--- src/rtl/step_pkg.sv ---
// Shared types and defaults for the stepper-motor STEP/DIR pulse generator.
package step_pkg;

    typedef enum logic [2:0] {
        IDLE,
        SETUP,
        HIGH,
        LOW,
        HOLD
    } step_state_t;

    localparam int PULSE_HIGH_DEF = 4;
    localparam int DIR_SETUP_DEF  = 8;

endpackage

--- src/rtl/step_timer.sv ---
// Loadable down-counter that parks at zero; times the SETUP, HIGH and LOW phases.
module step_timer #(
    parameter int WIDTH = 16
) (
    input  logic             clk,
    input  logic             rst,
    input  logic             load,
    input  logic [WIDTH-1:0] load_val,
    output logic             zero
);

    logic [WIDTH-1:0] count;

    always_ff @(posedge clk) begin
        if (rst) begin
            count <= '0;
        end else if (load) begin
            count <= load_val;
        end else if (count != '0) begin
            count <= count - WIDTH'(1);
        end
    end

    assign zero = (count == '0);

endmodule

--- src/rtl/step_pulse_gen.sv ---
// STEP/DIR/ENABLE generator: whole pulses of max(period, 2*PULSE_HIGH) cycles,
// DIR setup before the first edge after a direction change, optional pulse count.
//
// state | meaning
// IDLE  | waiting for a start request
// SETUP | dir_out just changed, step held low for DIR_SETUP cycles
// HIGH  | step high for PULSE_HIGH cycles
// LOW   | step low for the remainder of the effective period
// HOLD  | counted run finished, waiting for drv_en to drop
module step_pulse_gen
    import step_pkg::*;
#(
    parameter int WIDTH      = 16,
    parameter int PULSE_HIGH = PULSE_HIGH_DEF,
    parameter int DIR_SETUP  = DIR_SETUP_DEF
) (
    input  logic             clk,
    input  logic             rst,
    input  logic             drv_en,
    input  logic             dir,
    input  logic             counter_en,
    input  logic [WIDTH-1:0] period,
    input  logic [WIDTH-1:0] pulse_number,
    output logic             step,
    output logic             dir_out,
    output logic             drv_en_out,
    output logic             busy,
    output logic             done,
    output logic [WIDTH-1:0] pulse_cnt
);

    localparam logic [WIDTH-1:0] MIN_PERIOD = WIDTH'(2 * PULSE_HIGH);
    localparam logic [WIDTH-1:0] HIGH_LEN   = WIDTH'(PULSE_HIGH);
    localparam logic [WIDTH-1:0] HIGH_LOAD  = WIDTH'(PULSE_HIGH - 1);
    localparam logic [WIDTH-1:0] SETUP_LOAD = WIDTH'(DIR_SETUP - 1);

    step_state_t      state;
    logic             cnt_mode;
    logic [WIDTH-1:0] pulse_target;
    logic [WIDTH-1:0] peff;
    logic [WIDTH-1:0] peff_in;
    logic [WIDTH-1:0] cnt_next;
    logic             dir_change;
    logic             start_ok;
    logic             timer_load;
    logic [WIDTH-1:0] timer_val;
    logic             timer_zero;

    assign peff_in    = (period < MIN_PERIOD) ? MIN_PERIOD : period;
    assign cnt_next   = pulse_cnt + WIDTH'(1);
    assign dir_change = (dir != dir_out);
    assign start_ok   = drv_en && (period != '0) && (!counter_en || (pulse_number != '0));

    // The timer is reloaded whenever the current phase ends, with the length of
    // the phase the FSM is about to enter; in IDLE it is preloaded every cycle.
    always_comb begin
        timer_load = 1'b0;
        timer_val  = dir_change ? SETUP_LOAD : HIGH_LOAD;
        case (state)
            IDLE, HOLD: begin
                timer_load = 1'b1;
            end
            SETUP: begin
                timer_load = timer_zero;
                timer_val  = HIGH_LOAD;
            end
            HIGH: begin
                timer_load = timer_zero;
                timer_val  = peff - HIGH_LEN - WIDTH'(1);
            end
            LOW: begin
                timer_load = timer_zero;
            end
            default: begin
                timer_load = 1'b1;
            end
        endcase
    end

    step_timer #(
        .WIDTH(WIDTH)
    ) u_timer (
        .clk      (clk),
        .rst      (rst),
        .load     (timer_load),
        .load_val (timer_val),
        .zero     (timer_zero)
    );

    always_ff @(posedge clk) begin
        if (rst) begin
            state        <= IDLE;
            step         <= 1'b0;
            dir_out      <= 1'b0;
            drv_en_out   <= 1'b0;
            busy         <= 1'b0;
            done         <= 1'b0;
            pulse_cnt    <= '0;
            cnt_mode     <= 1'b0;
            pulse_target <= '0;
            peff         <= '0;
        end else begin
            drv_en_out <= drv_en;
            done       <= 1'b0;
            case (state)
                IDLE: begin
                    if (start_ok) begin
                        cnt_mode     <= counter_en;
                        pulse_target <= pulse_number;
                        peff         <= peff_in;
                        pulse_cnt    <= '0;
                        busy         <= 1'b1;
                        if (dir_change) begin
                            dir_out <= dir;
                            state   <= SETUP;
                        end else begin
                            step  <= 1'b1;
                            state <= HIGH;
                        end
                    end
                end
                SETUP: begin
                    if (timer_zero) begin
                        step  <= 1'b1;
                        state <= HIGH;
                    end
                end
                HIGH: begin
                    if (timer_zero) begin
                        step  <= 1'b0;
                        state <= LOW;
                    end
                end
                LOW: begin
                    if (timer_zero) begin
                        pulse_cnt <= cnt_next;
                        if (cnt_mode && (cnt_next == pulse_target)) begin
                            done  <= 1'b1;
                            busy  <= 1'b0;
                            state <= HOLD;
                        end else if (!drv_en || (period == '0)) begin
                            busy  <= 1'b0;
                            state <= IDLE;
                        end else begin
                            peff <= peff_in;
                            if (dir_change) begin
                                dir_out <= dir;
                                state   <= SETUP;
                            end else begin
                                step  <= 1'b1;
                                state <= HIGH;
                            end
                        end
                    end
                end
                HOLD: begin
                    if (!drv_en) begin
                        state <= IDLE;
                    end
                end
                default: begin
                    step  <= 1'b0;
                    busy  <= 1'b0;
                    state <= IDLE;
                end
            endcase
        end
    end

endmodule

--- config.mk ---
export PLATFORM = sky130hd
export DESIGN_NAME = step_pulse_gen
export DESIGN_NICKNAME = d
export VERILOG_FILES = /design/src/rtl/step_pkg.sv /design/src/rtl/step_timer.sv /design/src/rtl/step_pulse_gen.sv
export SDC_FILE = /design/constraint.sdc
export NUM_CORES = 1
export LEC_CHECK = 0
export CAP_MARGIN = 20
export CORE_MARGIN = 2
export CORE_UTILIZATION = 40
export CTS_BUF_LIST = sky130_fd_sc_hd__clkbuf_16
export DETAILED_ROUTE_END_ITERATION = 7
export GPL_TIMING_DRIVEN = 0
export PLACE_DENSITY = 0.57
export SLEW_MARGIN = 20
export SYNTH_ARGS = -nofsm -noshare
export SYNTH_HDL_FRONTEND = slang
export SYNTH_SLANG_ARGS = --single-unit
--- constraint.sdc ---
create_clock -name clk -period 6.9 [get_ports clk]
set_input_delay 0.69 -clock clk [delete_from_list [all_inputs] [get_ports clk]]
set_output_delay 0.69 -clock clk [all_outputs]
set_load 0.1 [all_outputs]
==> run_summary.xml, run 1 <==
<?xml version="1.0" encoding="UTF-8"?>
<metrics>
  <group name="synth">
    <metric name="synthDominantAreaCellType" unit="">sky130_fd_sc_hd__dfxtp_1</metric>
    <metric name="yosys_most_used_dff" unit="">sky130_fd_sc_hd__dfxtp_1</metric>
    <metric name="netlist_instances" unit="">516</metric>
    <metric name="synth_top_area_share" unit="%">34.6</metric>
    <metric name="main_area_contributors_after_synthesis" unit="">sky130_fd_sc_hd__dfxtp_1 (35%), sky130_fd_sc_hd__a21oi_1 (5.9%), sky130_fd_sc_hd__nor2_1 (5.4%)</metric>
    <metric name="synth_seq_area_share" unit="%">34.6</metric>
    <metric name="mean_syn_cell_area" unit="µm²">8.17</metric>
    <metric name="asyncSetResetFlopFracSynth" unit="%">0</metric>
    <metric name="synth_warnings" unit="">0</metric>
    <metric name="synth_enable_flop_cells" unit="">0</metric>
    <metric name="syn_area" unit="µm²">4220</metric>
    <metric name="syn_nets" unit="">557</metric>
    <metric name="synth_cell_types" unit="">59</metric>
    <metric name="synth.ff_latch_count" unit="">73</metric>
  </group>
  <group name="power_and_ir_drop">
    <metric name="power_leakage" unit="µW">0.00198</metric>
    <metric name="vdd_ir_drop_max" unit="mV">0.143</metric>
    <metric name="power.density" unit="nW/µm²">335</metric>
  </group>
  <group name="clock_network">
    <metric name="post-cts-setup-buffer-count" unit="">0</metric>
    <metric name="cts_max_path_buffers" unit="">2</metric>
    <metric name="htree_num_levels" unit="">3</metric>
    <metric name="ctsResizeCount" unit="">0</metric>
    <metric name="tritoncts" unit="">yes</metric>
    <metric name="ctsHoldBuffers" unit="">0</metric>
    <metric name="cts_root_buffer" unit="">sky130_fd_sc_hd__clkbuf_16</metric>
    <metric name="cts-buffers-inserted" unit="">9</metric>
    <metric name="clkLatencyLatePin" unit="ns">0.34</metric>
    <metric name="cts.clk_slew.worst_paths" unit="ns">0.06</metric>
    <metric name="clkSinkCount" unit="">73</metric>
  </group>
  <group name="floorplanning">
    <metric name="top_level_ports" unit="">58</metric>
    <metric name="core_region_area" unit="µm²">10300</metric>
    <metric name="floorplan.initialDensity" unit="%">41.0</metric>
    <metric name="fp.dieW" unit="µm">107</metric>
    <metric name="dieArea" unit="µm²">11400</metric>
    <metric name="placement_rows" unit="">37</metric>
    <metric name="die_height" unit="µm">107</metric>
  </group>
  <group name="drt">
    <metric name="wl_per_cell" unit="µm">16.9</metric>
    <metric name="drc_errors" unit="">0</metric>
    <metric name="via_density" unit="">5.66</metric>
    <metric name="num_vias" unit="">4089</metric>
    <metric name="wl" unit="µm">12200</metric>
    <metric name="drt-pass1-iter-count" unit="">5</metric>
    <metric name="dr.first_iter.drc_count" unit="">332</metric>
    <metric name="drtAntennaViolNets" unit="">0</metric>
  </group>
  <group name="critical_path">
    <metric name="kind_of_cell_with_the_highest_combined_delay_on_the_critical_path" unit="">simple AND/OR/NAND/NOR gates</metric>
    <metric name="arrival" unit="ns">3.54</metric>
    <metric name="crit_chain" unit="">clkdlybuf4s50_1, nor4_1, nand4_1, o41ai_2, nand3b_1, nor2_2, nor2_4, buf_4, o21ai_0, a21oi_1</metric>
    <metric name="worst_setup_path_startpoint" unit="">period[8]</metric>
    <metric name="critical_path.n_buffers_inverters" unit="">2</metric>
    <metric name="required_time_of_the_critical_path" unit="ns">7.15</metric>
    <metric name="timing.rr.end" unit="">peff[12]</metric>
    <metric name="end_kind" unit="">register</metric>
    <metric name="rr_startpoint" unit="">pulse_cnt[0]</metric>
    <metric name="r2r_slack" unit="ns">3.95</metric>
    <metric name="path_depth" unit="">10</metric>
    <metric name="critical-path-max-stage-delay" unit="ns">0.56</metric>
    <metric name="critPathCapture" unit="">pulse_cnt[4]</metric>
    <metric name="worst_r2r_path_depth" unit="">10</metric>
    <metric name="worst-path-max-fanout" unit="">10</metric>
    <metric name="crit_type" unit="">in2reg</metric>
    <metric name="timing.critical_path.from_type" unit="">input pin</metric>
    <metric name="critical_path.slowest_cell" unit="">sky130_fd_sc_hd__o41ai_2</metric>
  </group>
  <group name="place">
    <metric name="finalWeightedCongestion" unit="">0.888</metric>
    <metric name="place_ws" unit="ns">3.32</metric>
    <metric name="io_buffer_count" unit="">56</metric>
    <metric name="post_detailed_placement_half_perimeter_wirelength" unit="µm">8950</metric>
  </group>
  <group name="sta">
    <metric name="max_slew.worst_pin.slew" unit="ns">0.984</metric>
    <metric name="grt_setup_unrepaired" unit="">no</metric>
    <metric name="max_clock_skew" unit="ns">0.00598</metric>
    <metric name="total_count_of_hold_check_failures_in_the_final_report" unit="">0</metric>
    <metric name="layout_worst_path_cycle_share" unit="%">47.7</metric>
    <metric name="final-setup-viol-count" unit="">0</metric>
    <metric name="final_number_of_max_transition_violations" unit="">0</metric>
    <metric name="period_minus_slack" unit="ns">3.29</metric>
    <metric name="worst_slack" unit="ns">3.61</metric>
    <metric name="setup-tns-final" unit="ns">0</metric>
    <metric name="relSlewSlack" unit="%">34.2</metric>
    <metric name="clock.fmax" unit="MHz">304</metric>
  </group>
  <group name="grt">
    <metric name="first_pass_grt_wire_length" unit="µm">20000</metric>
    <metric name="gr-usage-all-layers" unit="%">22.3</metric>
    <metric name="largest_net_degree_at_the_start_of_global_routing" unit="">12</metric>
    <metric name="gr-total-overflow" unit="">0</metric>
    <metric name="grt_pass1_vias" unit="">3747</metric>
    <metric name="grt_antenna_before_repair" unit="">0</metric>
  </group>
  <group name="flow_run">
    <metric name="number_of_max_cap_violations" unit="">0</metric>
  </group>
  <group name="cells_and_area">
    <metric name="multi_input_comb_area" unit="µm²">2580</metric>
    <metric name="syn2layout_area_growth" unit="%">24.0</metric>
    <metric name="final_net_count" unit="">624</metric>
    <metric name="fraction_of_layout_cells_with_a_size_suffix_above_1" unit="%">7.50</metric>
    <metric name="antenna_cells_inserted" unit="">0</metric>
    <metric name="layout.filler_cells" unit="">1044</metric>
    <metric name="register_area" unit="µm²">1460</metric>
  </group>
  <group name="worst_hold_path">
    <metric name="worstHoldPathType" unit="">reg2reg</metric>
  </group>
  <group name="run_status">
    <metric name="result_of_the_run" unit="">finished, final reports clean</metric>
  </group>
</metrics>
[layout by cell type (no fill, tap or decap), drive strengths merged, types with 7 or more instances in the layout]
cell type	synthesis	final
mux2i	18	18
a21oi	50	50
xnor2	26	26
o21ai	20	20
and4	9	9
inv	11	12
nand2	37	37
nor3	15	15
clkbuf	17	26
nor2	64	64
a211oi	10	10
clkdlybuf4s50	0	56
dfxtp	73	73
buf	11	11
nor4	14	14
a22oi	9	9
xor2	25	25
nand3	24	24
and2	7	7
nand4	12	12
[layer usage]
| metal | vias up | GRT usage [%] | part of all wire [%] |
|---|---|---|---|
| met5 | - | 0 | 0 |
| met4 | 0 | 9.00 | 2.6 |
| met3 | 22 | 3.28 | 6.0 |
| met2 | 145 | 30.6 | 40 |
| met1 | 1924 | 34.5 | 52 |
| li1 | 1998 | - | - |
[cell type report]
class | instances | share of cell area (%)
inverter | 11 | 0.789
tap | 136 | 3.25
multi-input combinational | 404 | 49.3
sequential | 73 | 27.9
clock inverter | 6 | 0.981
buffer | 28 | 2.75
clock buffer | 9 | 4.31
timing repair buffer | 56 | 10.7
[power breakdown]
group	internal, µW	leakage (µW)	switching (µW)
registers	495	0.000596	72.6
logic	287	0.00124	449
clock network	273	0.000141	177
[kinds of logic (layout without fill, tap and decap cells)]
family | count (synthesis) | count (layout) | share of synthesized area (%)
xor+xnor | 51 | 51 | 10.6
flops | 73 | 73 | 34.6
simple gates | 219 | 219 | 28.7
mux | 18 | 18 | 4.27
compound gates | 112 | 112 | 16.2
fa+ha+maj | 4 | 4 | 1.19
buf+inv | 39 | 110 | 4.39
[cells in the mapped netlist (3+ instances only)]
library cell / n
sky130_fd_sc_hd__dfxtp_1: 73
sky130_fd_sc_hd__nor2_1: 61
sky130_fd_sc_hd__a21oi_1: 50
sky130_fd_sc_hd__nand2_1: 36
sky130_fd_sc_hd__xnor2_1: 26
sky130_fd_sc_hd__xor2_1: 25
sky130_fd_sc_hd__nand3_1: 24
sky130_fd_sc_hd__mux2i_1: 18
sky130_fd_sc_hd__o21ai_0: 17
sky130_fd_sc_hd__clkbuf_1: 15
sky130_fd_sc_hd__nor3_1: 13
sky130_fd_sc_hd__inv_1: 11
sky130_fd_sc_hd__a211oi_1: 10
sky130_fd_sc_hd__nand4_1: 10
sky130_fd_sc_hd__a22oi_1: 9
sky130_fd_sc_hd__nor4_1: 9
sky130_fd_sc_hd__and4_1: 8
sky130_fd_sc_hd__and2_1: 6
sky130_fd_sc_hd__or3_1: 6
sky130_fd_sc_hd__and3_1: 5
sky130_fd_sc_hd__buf_2: 5
sky130_fd_sc_hd__nand3b_1: 5
sky130_fd_sc_hd__ha_1: 4
sky130_fd_sc_hd__nor2b_1: 4
sky130_fd_sc_hd__o22ai_1: 4
sky130_fd_sc_hd__o31ai_1: 4
sky130_fd_sc_hd__or4_1: 4
sky130_fd_sc_hd__buf_6: 3
sky130_fd_sc_hd__nand2b_1: 3
sky130_fd_sc_hd__nor4_2: 3
sky130_fd_sc_hd__o21ai_1: 3
sky130_fd_sc_hd__or2_1: 3
sky130_fd_sc_hd__or2_2: 3
[flip-flops by register name, indices dropped and copies added (netlist names)]
name and flops:
u_timer.count 16, peff 16, state 3, busy 1
pulse_target 16, drv_en_out 1, dir_out 1, done 1
cnt_mode 1, step 1, pulse_cnt 16
[how the worst min path moves through the flow]
stage | startpoint | cells past startpoint | end | slack [ns]
6_report | peff[1] | 2 | peff[1] | 0.47
5_1_grt | peff[4] | 2 | peff[4] | 0.50
4_1_cts | peff[1] | 2 | peff[1] | 0.47
3_5_place_dp | peff[1] | 2 | peff[1] | 0.46
3_3_place_gp | peff[1] | 2 | peff[1] | 0.46
2_1_floorplan | peff[1] | 2 | peff[1] | 0.44
[worst min-delay path, stage by stage, from the launching register on]
cell and delay [ns]:
sky130_fd_sc_hd__dfxtp_1 0.32, sky130_fd_sc_hd__nand2_1 0.06, sky130_fd_sc_hd__a21oi_1 0.05
[stage by stage]
| stage | total power [µW] | utilization [%] | cell area, µm² | std cells | hold WS [ns] |
|---|---|---|---|---|---|
| 2_1_floorplan | 1110 | - | 4220 | 516 | 0.441 |
| 3_3_place_gp | 1290 | 48.1 | 4950 | 708 | 0.456 |
| 3_5_place_dp | 1300 | 48.1 | 4950 | 708 | 0.465 |
| 4_1_cts | 1750 | 50.8 | 5230 | 723 | 0.471 |
| 5_1_grt | 1870 | 50.9 | 5230 | 723 | 0.496 |
| 6_report | 1750 | 50.9 | 5230 | 723 | 0.472 |
Note: power is estimated with default switching activity, not from simulation.
==> inputs of run 2 (changes only) <==
Clock period 6.9 ns to 3.05 ns, I/O delays scaled along.
==> run_summary.xml, run 2 (same netlist as run 1, synthesis figures left out) <==
<?xml version="1.0" encoding="UTF-8"?>
<metrics>
  <group name="sta">
    <metric name="grt_setup_unrepaired" unit="">yes</metric>
    <metric name="relSlewSlack" unit="%">34.7</metric>
    <metric name="max_clock_skew" unit="ns">0.00347</metric>
    <metric name="final_number_of_max_transition_violations" unit="">0</metric>
    <metric name="setup-tns-final" unit="ns">0</metric>
    <metric name="final-setup-viol-count" unit="">0</metric>
    <metric name="clock.fmax" unit="MHz">353</metric>
    <metric name="max_slew.worst_pin.slew" unit="ns">0.977</metric>
    <metric name="worst_slack" unit="ns">0.217</metric>
    <metric name="total_count_of_hold_check_failures_in_the_final_report" unit="">0</metric>
    <metric name="layout_worst_path_cycle_share" unit="%">92.9</metric>
    <metric name="period_minus_slack" unit="ns">2.83</metric>
  </group>
  <group name="critical_path">
    <metric name="arrival" unit="ns">3.09</metric>
    <metric name="timing.critical_path.from_type" unit="">input pin</metric>
    <metric name="rr_startpoint" unit="">pulse_cnt[0]</metric>
    <metric name="crit_type" unit="">in2reg</metric>
    <metric name="worst-path-max-fanout" unit="">10</metric>
    <metric name="end_kind" unit="">register</metric>
    <metric name="worst_setup_path_startpoint" unit="">period[3]</metric>
    <metric name="critical-path-max-stage-delay" unit="ns">0.46</metric>
    <metric name="required_time_of_the_critical_path" unit="ns">3.31</metric>
    <metric name="critical_path.slowest_cell" unit="">sky130_fd_sc_hd__o41ai_4</metric>
    <metric name="crit_chain" unit="">clkdlybuf4s50_1, nor4_1, nand4_1, o41ai_4, nand3b_1, nor2_2, nor2_4, buf_4, o21ai_0, a21oi_1</metric>
  </group>
  <group name="grt">
    <metric name="grt_antenna_before_repair" unit="">0</metric>
    <metric name="first_pass_grt_wire_length" unit="µm">19900</metric>
    <metric name="gr-total-overflow" unit="">0</metric>
    <metric name="gr-usage-all-layers" unit="%">22.4</metric>
    <metric name="largest_net_degree_at_the_start_of_global_routing" unit="">12</metric>
    <metric name="grt_pass1_vias" unit="">3753</metric>
  </group>
  <group name="power_and_ir_drop">
    <metric name="power_leakage" unit="µW">0.00199</metric>
    <metric name="switching_share" unit="%">39.6</metric>
    <metric name="power_frac_seq" unit="%">32.5</metric>
    <metric name="vdd_ir_drop_max" unit="mV">0.269</metric>
    <metric name="p_clk_share" unit="%">25.8</metric>
    <metric name="internal_power" unit="µW">2390</metric>
    <metric name="power.switching" unit="µW">1560</metric>
    <metric name="power.density" unit="nW/µm²">753</metric>
    <metric name="comb_power_share" unit="%">41.7</metric>
  </group>
  <group name="cells_and_area">
    <metric name="syn2layout_area_growth" unit="%">24.4</metric>
    <metric name="multi_input_comb_area" unit="µm²">2590</metric>
    <metric name="fraction_of_layout_cells_with_a_size_suffix_above_1" unit="%">8.18</metric>
    <metric name="layout.cells.most_common_list" unit="">sky130_fd_sc_hd__dfxtp_1 (71), sky130_fd_sc_hd__nor2_1 (60), sky130_fd_sc_hd__clkdlybuf4s50_1 (56)</metric>
    <metric name="post-route-util" unit="%">51.1</metric>
    <metric name="antenna_cells_inserted" unit="">0</metric>
    <metric name="final_net_count" unit="">624</metric>
    <metric name="layout.cells.most_common" unit="">sky130_fd_sc_hd__dfxtp_1</metric>
    <metric name="register_area" unit="µm²">1460</metric>
    <metric name="post_layout_nonfiller_instances" unit="">723</metric>
    <metric name="design_area" unit="µm²">5250</metric>
    <metric name="layout.filler_cells" unit="">1045</metric>
  </group>
  <group name="clock_network">
    <metric name="clkLatencyLatePin" unit="ns">0.33</metric>
    <metric name="cts_root_buffer" unit="">sky130_fd_sc_hd__clkbuf_16</metric>
    <metric name="clkSinkCount" unit="">73</metric>
    <metric name="ctsHoldBuffers" unit="">0</metric>
    <metric name="cts-buffers-inserted" unit="">9</metric>
    <metric name="tritoncts" unit="">yes</metric>
    <metric name="htree_num_levels" unit="">3</metric>
    <metric name="cts.clk_slew.worst_paths" unit="ns">0.06</metric>
    <metric name="ctsResizeCount" unit="">0</metric>
    <metric name="cts_max_path_buffers" unit="">2</metric>
    <metric name="post-cts-setup-buffer-count" unit="">0</metric>
  </group>
  <group name="drt">
    <metric name="dr.first_iter.drc_count" unit="">267</metric>
    <metric name="wl_per_cell" unit="µm">17.0</metric>
    <metric name="drc_errors" unit="">0</metric>
    <metric name="num_vias" unit="">4029</metric>
    <metric name="wl" unit="µm">12300</metric>
    <metric name="drtAntennaViolNets" unit="">0</metric>
    <metric name="via_density" unit="">5.57</metric>
    <metric name="drt-pass1-iter-count" unit="">5</metric>
  </group>
  <group name="run_status">
    <metric name="result_of_the_run" unit="">finished, final reports clean</metric>
  </group>
  <group name="floorplanning">
    <metric name="placement_rows" unit="">37</metric>
    <metric name="dieArea" unit="µm²">11400</metric>
    <metric name="core_region_area" unit="µm²">10300</metric>
    <metric name="floorplan.initialDensity" unit="%">41.0</metric>
    <metric name="top_level_ports" unit="">58</metric>
    <metric name="die_height" unit="µm">107</metric>
    <metric name="fp.dieW" unit="µm">107</metric>
  </group>
  <group name="worst_hold_path">
    <metric name="worstHoldPathType" unit="">reg2reg</metric>
    <metric name="hold_path_startpoint" unit="">peff[1]</metric>
  </group>
  <group name="place">
    <metric name="numPlacedInstances" unit="">708</metric>
    <metric name="detailed_place.area" unit="µm²">4950</metric>
    <metric name="finalWeightedCongestion" unit="">0.906</metric>
    <metric name="post_detailed_placement_half_perimeter_wirelength" unit="µm">9140</metric>
    <metric name="io_buffer_count" unit="">56</metric>
    <metric name="place_ws" unit="ns">-0.162</metric>
  </group>
  <group name="flow_run">
    <metric name="number_of_max_cap_violations" unit="">0</metric>
  </group>
</metrics>
==> run 2: cell counts in the layout (fill, tap and decap cells not counted) <==
Identical to the previous run, type by type.
==> run 2: metal layers <==
metal	vias to the layer above	wire [µm]	GRT usage (%)
met2	103	5140	32.0
met1	1918	6490	34.5
li1	1996	-	-
met4	0	180	7.70
met3	12	502	2.31
met5	-	0	0
==> run 2: final timing paths <==
| kind | endpoint | slack (ns) | cells past startpoint |
|---|---|---|---|
| max | pulse_cnt[4] | 0.22 | 10 |
| min | peff[1] | 0.48 | 2 |
| max reg2reg | state[0] | 0.23 | 10 |
| min reg2reg | peff[1] | 0.48 | 2 |
==> run 2: final cells by class <==
cell class / instances / area share, %
buffer: 28 / 2.77
clock buffer: 9 / 4.29
clock inverter: 6 / 0.978
inverter: 11 / 0.787
multi-input combinational: 404 / 49.4
sequential: 73 / 27.9
tap: 136 / 3.24
timing repair buffer: 56 / 10.7
==> run 2: metrics by stage <==
step,hold slack [ns],total power [µW]
final,0.480,3950
after global routing,0.486,4220
after CTS,0.478,3960
after detailed placement,0.470,2930
after global placement,0.467,2920
after floorplan,0.433,2510
==> run 2: critical path, delay by kind of cell <==
kind | cells | cell delay, ns
compound gates | 3 | 0.72
buf+inv | 2 | 0.64
simple gates | 5 | 1.40
==> run 2: power by group through the flow <==
| stage | combinational (µW) | clock [µW] | sequential, µW |
|---|---|---|---|
| finish | 1650 | 1020 | 1290 |
| global placement | 1620 | 0 | 1300 |
| floorplan | 1150 | 0 | 1360 |
| CTS | 1640 | 1030 | 1280 |
| detailed placement | 1630 | 0 | 1300 |
| global route | 1840 | 1070 | 1310 |
==> inputs of run 3 (changes only) <==
Settings changed: SLEW_MARGIN 20 to not set.
==> run_summary.xml, run 3 (same netlist as run 1, synthesis figures left out) <==
<?xml version="1.0" encoding="UTF-8"?>
<metrics>
  <group name="run_status">
    <metric name="result_of_the_run" unit="">finished, final reports clean</metric>
  </group>
  <group name="critical_path">
    <metric name="end_kind" unit="">register</metric>
    <metric name="worst_setup_path_startpoint" unit="">period[3]</metric>
    <metric name="crit_chain" unit="">clkdlybuf4s50_1, nor4_1, nand4_1, o41ai_4, nand3b_1, nor2_2, nor2_4, buf_4, o21ai_0, a21oi_1</metric>
    <metric name="crit_type" unit="">in2reg</metric>
    <metric name="required_time_of_the_critical_path" unit="ns">3.31</metric>
    <metric name="critical_path.slowest_cell" unit="">sky130_fd_sc_hd__o41ai_4</metric>
    <metric name="rr_startpoint" unit="">pulse_cnt[0]</metric>
    <metric name="critical-path-max-stage-delay" unit="ns">0.47</metric>
    <metric name="worst-path-max-fanout" unit="">10</metric>
    <metric name="timing.critical_path.from_type" unit="">input pin</metric>
    <metric name="kind_of_cell_with_the_highest_combined_delay_on_the_critical_path" unit="">simple AND/OR/NAND/NOR gates</metric>
    <metric name="critical_path.n_buffers_inverters" unit="">2</metric>
    <metric name="arrival" unit="ns">3.10</metric>
  </group>
  <group name="floorplanning">
    <metric name="placement_rows" unit="">37</metric>
    <metric name="dieArea" unit="µm²">11400</metric>
    <metric name="fp.dieW" unit="µm">107</metric>
    <metric name="top_level_ports" unit="">58</metric>
    <metric name="die_height" unit="µm">107</metric>
    <metric name="core_region_area" unit="µm²">10300</metric>
    <metric name="floorplan.initialDensity" unit="%">41.0</metric>
  </group>
  <group name="clock_network">
    <metric name="ctsHoldBuffers" unit="">0</metric>
    <metric name="clkSinkCount" unit="">73</metric>
    <metric name="htree_num_levels" unit="">3</metric>
    <metric name="cts.clk_slew.worst_paths" unit="ns">0.06</metric>
    <metric name="cts-buffers-inserted" unit="">9</metric>
    <metric name="post-cts-setup-buffer-count" unit="">0</metric>
    <metric name="tritoncts" unit="">yes</metric>
    <metric name="cts_max_path_buffers" unit="">2</metric>
    <metric name="cts_root_buffer" unit="">sky130_fd_sc_hd__clkbuf_16</metric>
    <metric name="clkLatencyLatePin" unit="ns">0.34</metric>
  </group>
  <group name="drt">
    <metric name="dr.first_iter.drc_count" unit="">238</metric>
    <metric name="wl_per_cell" unit="µm">17.0</metric>
    <metric name="num_vias" unit="">4035</metric>
    <metric name="drt-pass1-iter-count" unit="">5</metric>
    <metric name="drc_errors" unit="">0</metric>
    <metric name="wl" unit="µm">12300</metric>
    <metric name="via_density" unit="">5.57</metric>
    <metric name="drtAntennaViolNets" unit="">0</metric>
  </group>
  <group name="cells_and_area">
    <metric name="final_net_count" unit="">625</metric>
    <metric name="fraction_of_layout_cells_with_a_size_suffix_above_1" unit="%">8.16</metric>
    <metric name="register_area" unit="µm²">1460</metric>
    <metric name="antenna_cells_inserted" unit="">0</metric>
    <metric name="layout.cells.most_common_list" unit="">sky130_fd_sc_hd__dfxtp_1 (71), sky130_fd_sc_hd__nor2_1 (60), sky130_fd_sc_hd__clkdlybuf4s50_1 (56)</metric>
    <metric name="design_area" unit="µm²">5250</metric>
    <metric name="layout.cells.most_common" unit="">sky130_fd_sc_hd__dfxtp_1</metric>
    <metric name="layout.filler_cells" unit="">1046</metric>
    <metric name="post-route-util" unit="%">51.1</metric>
    <metric name="syn2layout_area_growth" unit="%">24.5</metric>
    <metric name="multi_input_comb_area" unit="µm²">2580</metric>
  </group>
  <group name="power_and_ir_drop">
    <metric name="vdd_ir_drop_max" unit="mV">0.268</metric>
    <metric name="power.density" unit="nW/µm²">754</metric>
    <metric name="power_leakage" unit="µW">0.00199</metric>
  </group>
  <group name="sta">
    <metric name="setup-tns-final" unit="ns">0</metric>
    <metric name="final-setup-viol-count" unit="">0</metric>
    <metric name="max_clock_skew" unit="ns">0.00324</metric>
    <metric name="grt_setup_unrepaired" unit="">yes</metric>
    <metric name="final_number_of_max_transition_violations" unit="">0</metric>
    <metric name="period_minus_slack" unit="ns">2.85</metric>
    <metric name="max_slew.worst_pin.slew" unit="ns">0.975</metric>
    <metric name="layout_worst_path_cycle_share" unit="%">93.3</metric>
    <metric name="total_count_of_hold_check_failures_in_the_final_report" unit="">0</metric>
    <metric name="hold_slack" unit="ns">0.474</metric>
    <metric name="clock.fmax" unit="MHz">351</metric>
    <metric name="relSlewSlack" unit="%">34.8</metric>
  </group>
  <group name="grt">
    <metric name="gr-usage-all-layers" unit="%">22.4</metric>
    <metric name="largest_net_degree_at_the_start_of_global_routing" unit="">12</metric>
    <metric name="grt_antenna_before_repair" unit="">0</metric>
    <metric name="grt_pass1_vias" unit="">3753</metric>
    <metric name="gr-total-overflow" unit="">0</metric>
    <metric name="first_pass_grt_wire_length" unit="µm">19900</metric>
  </group>
  <group name="place">
    <metric name="detailed_place.area" unit="µm²">4950</metric>
    <metric name="io_buffer_count" unit="">56</metric>
    <metric name="post_detailed_placement_half_perimeter_wirelength" unit="µm">9140</metric>
    <metric name="finalWeightedCongestion" unit="">0.906</metric>
  </group>
  <group name="flow_run">
    <metric name="number_of_max_cap_violations" unit="">0</metric>
  </group>
  <group name="worst_hold_path">
    <metric name="worstHoldPathType" unit="">reg2reg</metric>
    <metric name="hold_path_startpoint" unit="">peff[1]</metric>
  </group>
</metrics>
==> run 3: changes by cell type in the layout (fill, tap and decap cells not counted) <==
cell,before,now
sky130_fd_sc_hd__clkbuf_4,0,1
sky130_fd_sc_hd__nor3_2,3,2
sky130_fd_sc_hd__nor3_1,12,13
==> run 3: cell type report <==
class | instances | area share, %
sequential | 73 | 27.9
tap | 136 | 3.24
clock inverter | 6 | 0.977
inverter | 11 | 0.786
buffer | 28 | 2.76
multi-input combinational | 404 | 49.2
clock buffer | 9 | 4.29
timing repair buffer | 57 | 10.8
==> run 3: worst reg2reg max path, stage by stage, from the launching register on <==
cell	delay [ns]
sky130_fd_sc_hd__dfxtp_2	0.42
sky130_fd_sc_hd__ha_1	0.18
sky130_fd_sc_hd__clkbuf_2	0.18
sky130_fd_sc_hd__and3_1	0.31
sky130_fd_sc_hd__nand3_1	0.18
sky130_fd_sc_hd__xnor2_1	0.20
sky130_fd_sc_hd__nor4_2	0.39
sky130_fd_sc_hd__nand4_2	0.30
sky130_fd_sc_hd__nand2_2	0.18
sky130_fd_sc_hd__buf_6	0.14
sky130_fd_sc_hd__or2_2	0.12
sky130_fd_sc_hd__a21oi_1	0.05
==> run 3: timing repair <==
item                       in CTS  in global routing
hold endpoints to repair        0                  0
setup endpoints to repair       0                 20
resized for setup               0                  4
==> run 3: worst paths after layout <==
path             endpoint  slack, ns  cells after the start
min reg2reg       peff[1]       0.47                      2
max          pulse_cnt[4]       0.20                     10
min               peff[1]       0.47                      2
max reg2reg       peff[2]       0.26                     11
==> run 3: where the power goes <==
group	switching [µW]	total (µW)	internal, µW
registers	165	1290	1120
clock network	402	1020	617
logic	999	1660	657
==> run 3: layer usage <==
metal	wire [µm]	track usage, %	part of all wire [%]
met5	0	0	0
met4	181	7.70	1.5
met3	431	2.31	3.5
met2	5150	32.0	42
met1	6550	34.5	53
==> run 3: per-stage QoR <==
step                      power, µW  std cells  setup slack, ns
after floorplan                2510        516           0.0139
after global placement         2920        708           -0.228
after detailed placement       2930        708           -0.162
after CTS                      3960        723            0.136
after global routing           4230        724          -0.0524
final                          3960        724            0.203
==> RTL edit: new RTL, settings of run 2 <==
Reset style: asynchronous (`rst`), changed in 2 clocked blocks.
--- a/src/rtl/step_timer.sv
+++ b/src/rtl/step_timer.sv
@@ -12,5 +12,5 @@
     logic [WIDTH-1:0] count;
 
-    always_ff @(posedge clk) begin
+    always_ff @(posedge clk or posedge rst) begin
         if (rst) begin
             count <= '0;
--- a/src/rtl/step_pulse_gen.sv
+++ b/src/rtl/step_pulse_gen.sv
@@ -88,5 +88,5 @@
     );
 
-    always_ff @(posedge clk) begin
+    always_ff @(posedge clk or posedge rst) begin
         if (rst) begin
             state        <= IDLE;
Behaviour: differs if rst is asserted again (counterexample within 4 cycles, from zero or initial values and one cycle with rst high); with rst held inactive, the same outputs for 10 cycles.
==> RTL edit against run 2 <==
Die area grew 2.9%. Via count shrank 14%. Total power grew 55%. Synthesized cell count shrank 16%. Wire length shrank 12%. Sequential cell count is the same. Final area grew 5.5%. Sequential share of layout area grew 5.4 points. First-iteration DRC count shrank 27%. Setup slack lost 98 ps. Maximum frequency shrank 3.3%. Count of clock-buffer cells in the layout is the same. Area after synthesis grew 3.0%. Clock skew grew 5.3 ps. Highest routed layer unchanged.
==> RTL edit: results (changes against run 2) <==
[worst_setup_path]
crit_slowest_cell = dfrtp_2  ; was o41ai_4
critPathArrivalTime_ps = 3150  ; was 3090 ps

[place]
io_buffers = 57  ; was 56
dp_slack_ps = -70.0  ; was -162 ps
dpl-instance-area_um2 = 5150  ; was 4950 um^2
place_inst = 633  ; was 708

[grt]
grt_max_degree = 44  ; was 12
met2_usage_pct = 29.1  ; was 32.0%
first_global_vias = 3446  ; was 3753
grt_usage_pct = 20.1  ; was 22.4%

[status]
outcome = finished clean  ; unchanged

[logic_synthesis]
synthTopCellsByArea = dfrtp_1 42%, mux2_2 6.5%, xnor2_1 5.4%  ; was dfxtp_1 35%, a21oi_1 5.9%, nor2_1 5.4%
syn_inst = 435  ; was 516
synth_compound_gate_area_share_pct = 13.2  ; was 16.2%
yosys-top-cells-count = 73 x dfrtp_1, 36 x nand2_1, 32 x o21ai_0  ; was 73 x dfxtp_1, 61 x nor2_1, 50 x a21oi_1
synth_adder_area_share_pct = 1.15  ; was 1.19%
syn-num-nets = 476  ; was 557

[final_layout]
num-multi-input-gates = 328  ; was 404
nNonClkInverters = 14  ; was 11
fill_cells = 1003  ; was 1045

[route]
met3WireLength_um = 349  ; was 502 um
wl_met2_um = 4710  ; was 5140 um
first_iter_violations = 195  ; was 267

[cts]
postCtsResizedCells = 1  ; was 0

[power_and_ir_drop]
irDropWorstVdd_v = 0.000649  ; was 0.000269 V

[hold_path]
hold_path.class = in2async  ; was reg2reg

-- RTL edit: final timing paths --
path,from,end,slack (ps),cells after the start
hold reg to reg,cnt_mode$_DFFE_PP0P_,cnt_mode$_DFFE_PP0P_,520,1
setup reg to reg,pulse_cnt[0]$_DFFE_PP0P_,peff[9]$_DFFE_PP0P_,120,9
hold / removal,rst,pulse_cnt[4]$_DFFE_PP0P_,320,2
max in group asynchronous,rst,pulse_cnt[11]$_DFFE_PP0P_,2160,3
min in group clk,cnt_mode$_DFFE_PP0P_,cnt_mode$_DFFE_PP0P_,520,1
setup / recovery,pulse_cnt[0]$_DFFE_PP0P_,peff[9]$_DFFE_PP0P_,120,9
-- RTL edit: power by group --
part	internal [mW]	switching, mW
Sequential	1.42	0.519
Clock	0.792	0.412
Combinational	1.19	1.79
-- RTL edit: worst reg2reg max path: stages, from the launching register on --
cell	delay, ps
dfrtp_2	460
ha_4	210
nand3_4	150
nor4_2	420
xnor2_1	150
nor4_2	380
nand4b_2	300
o21bai_4	270
buf_12	150
mux2_2	320
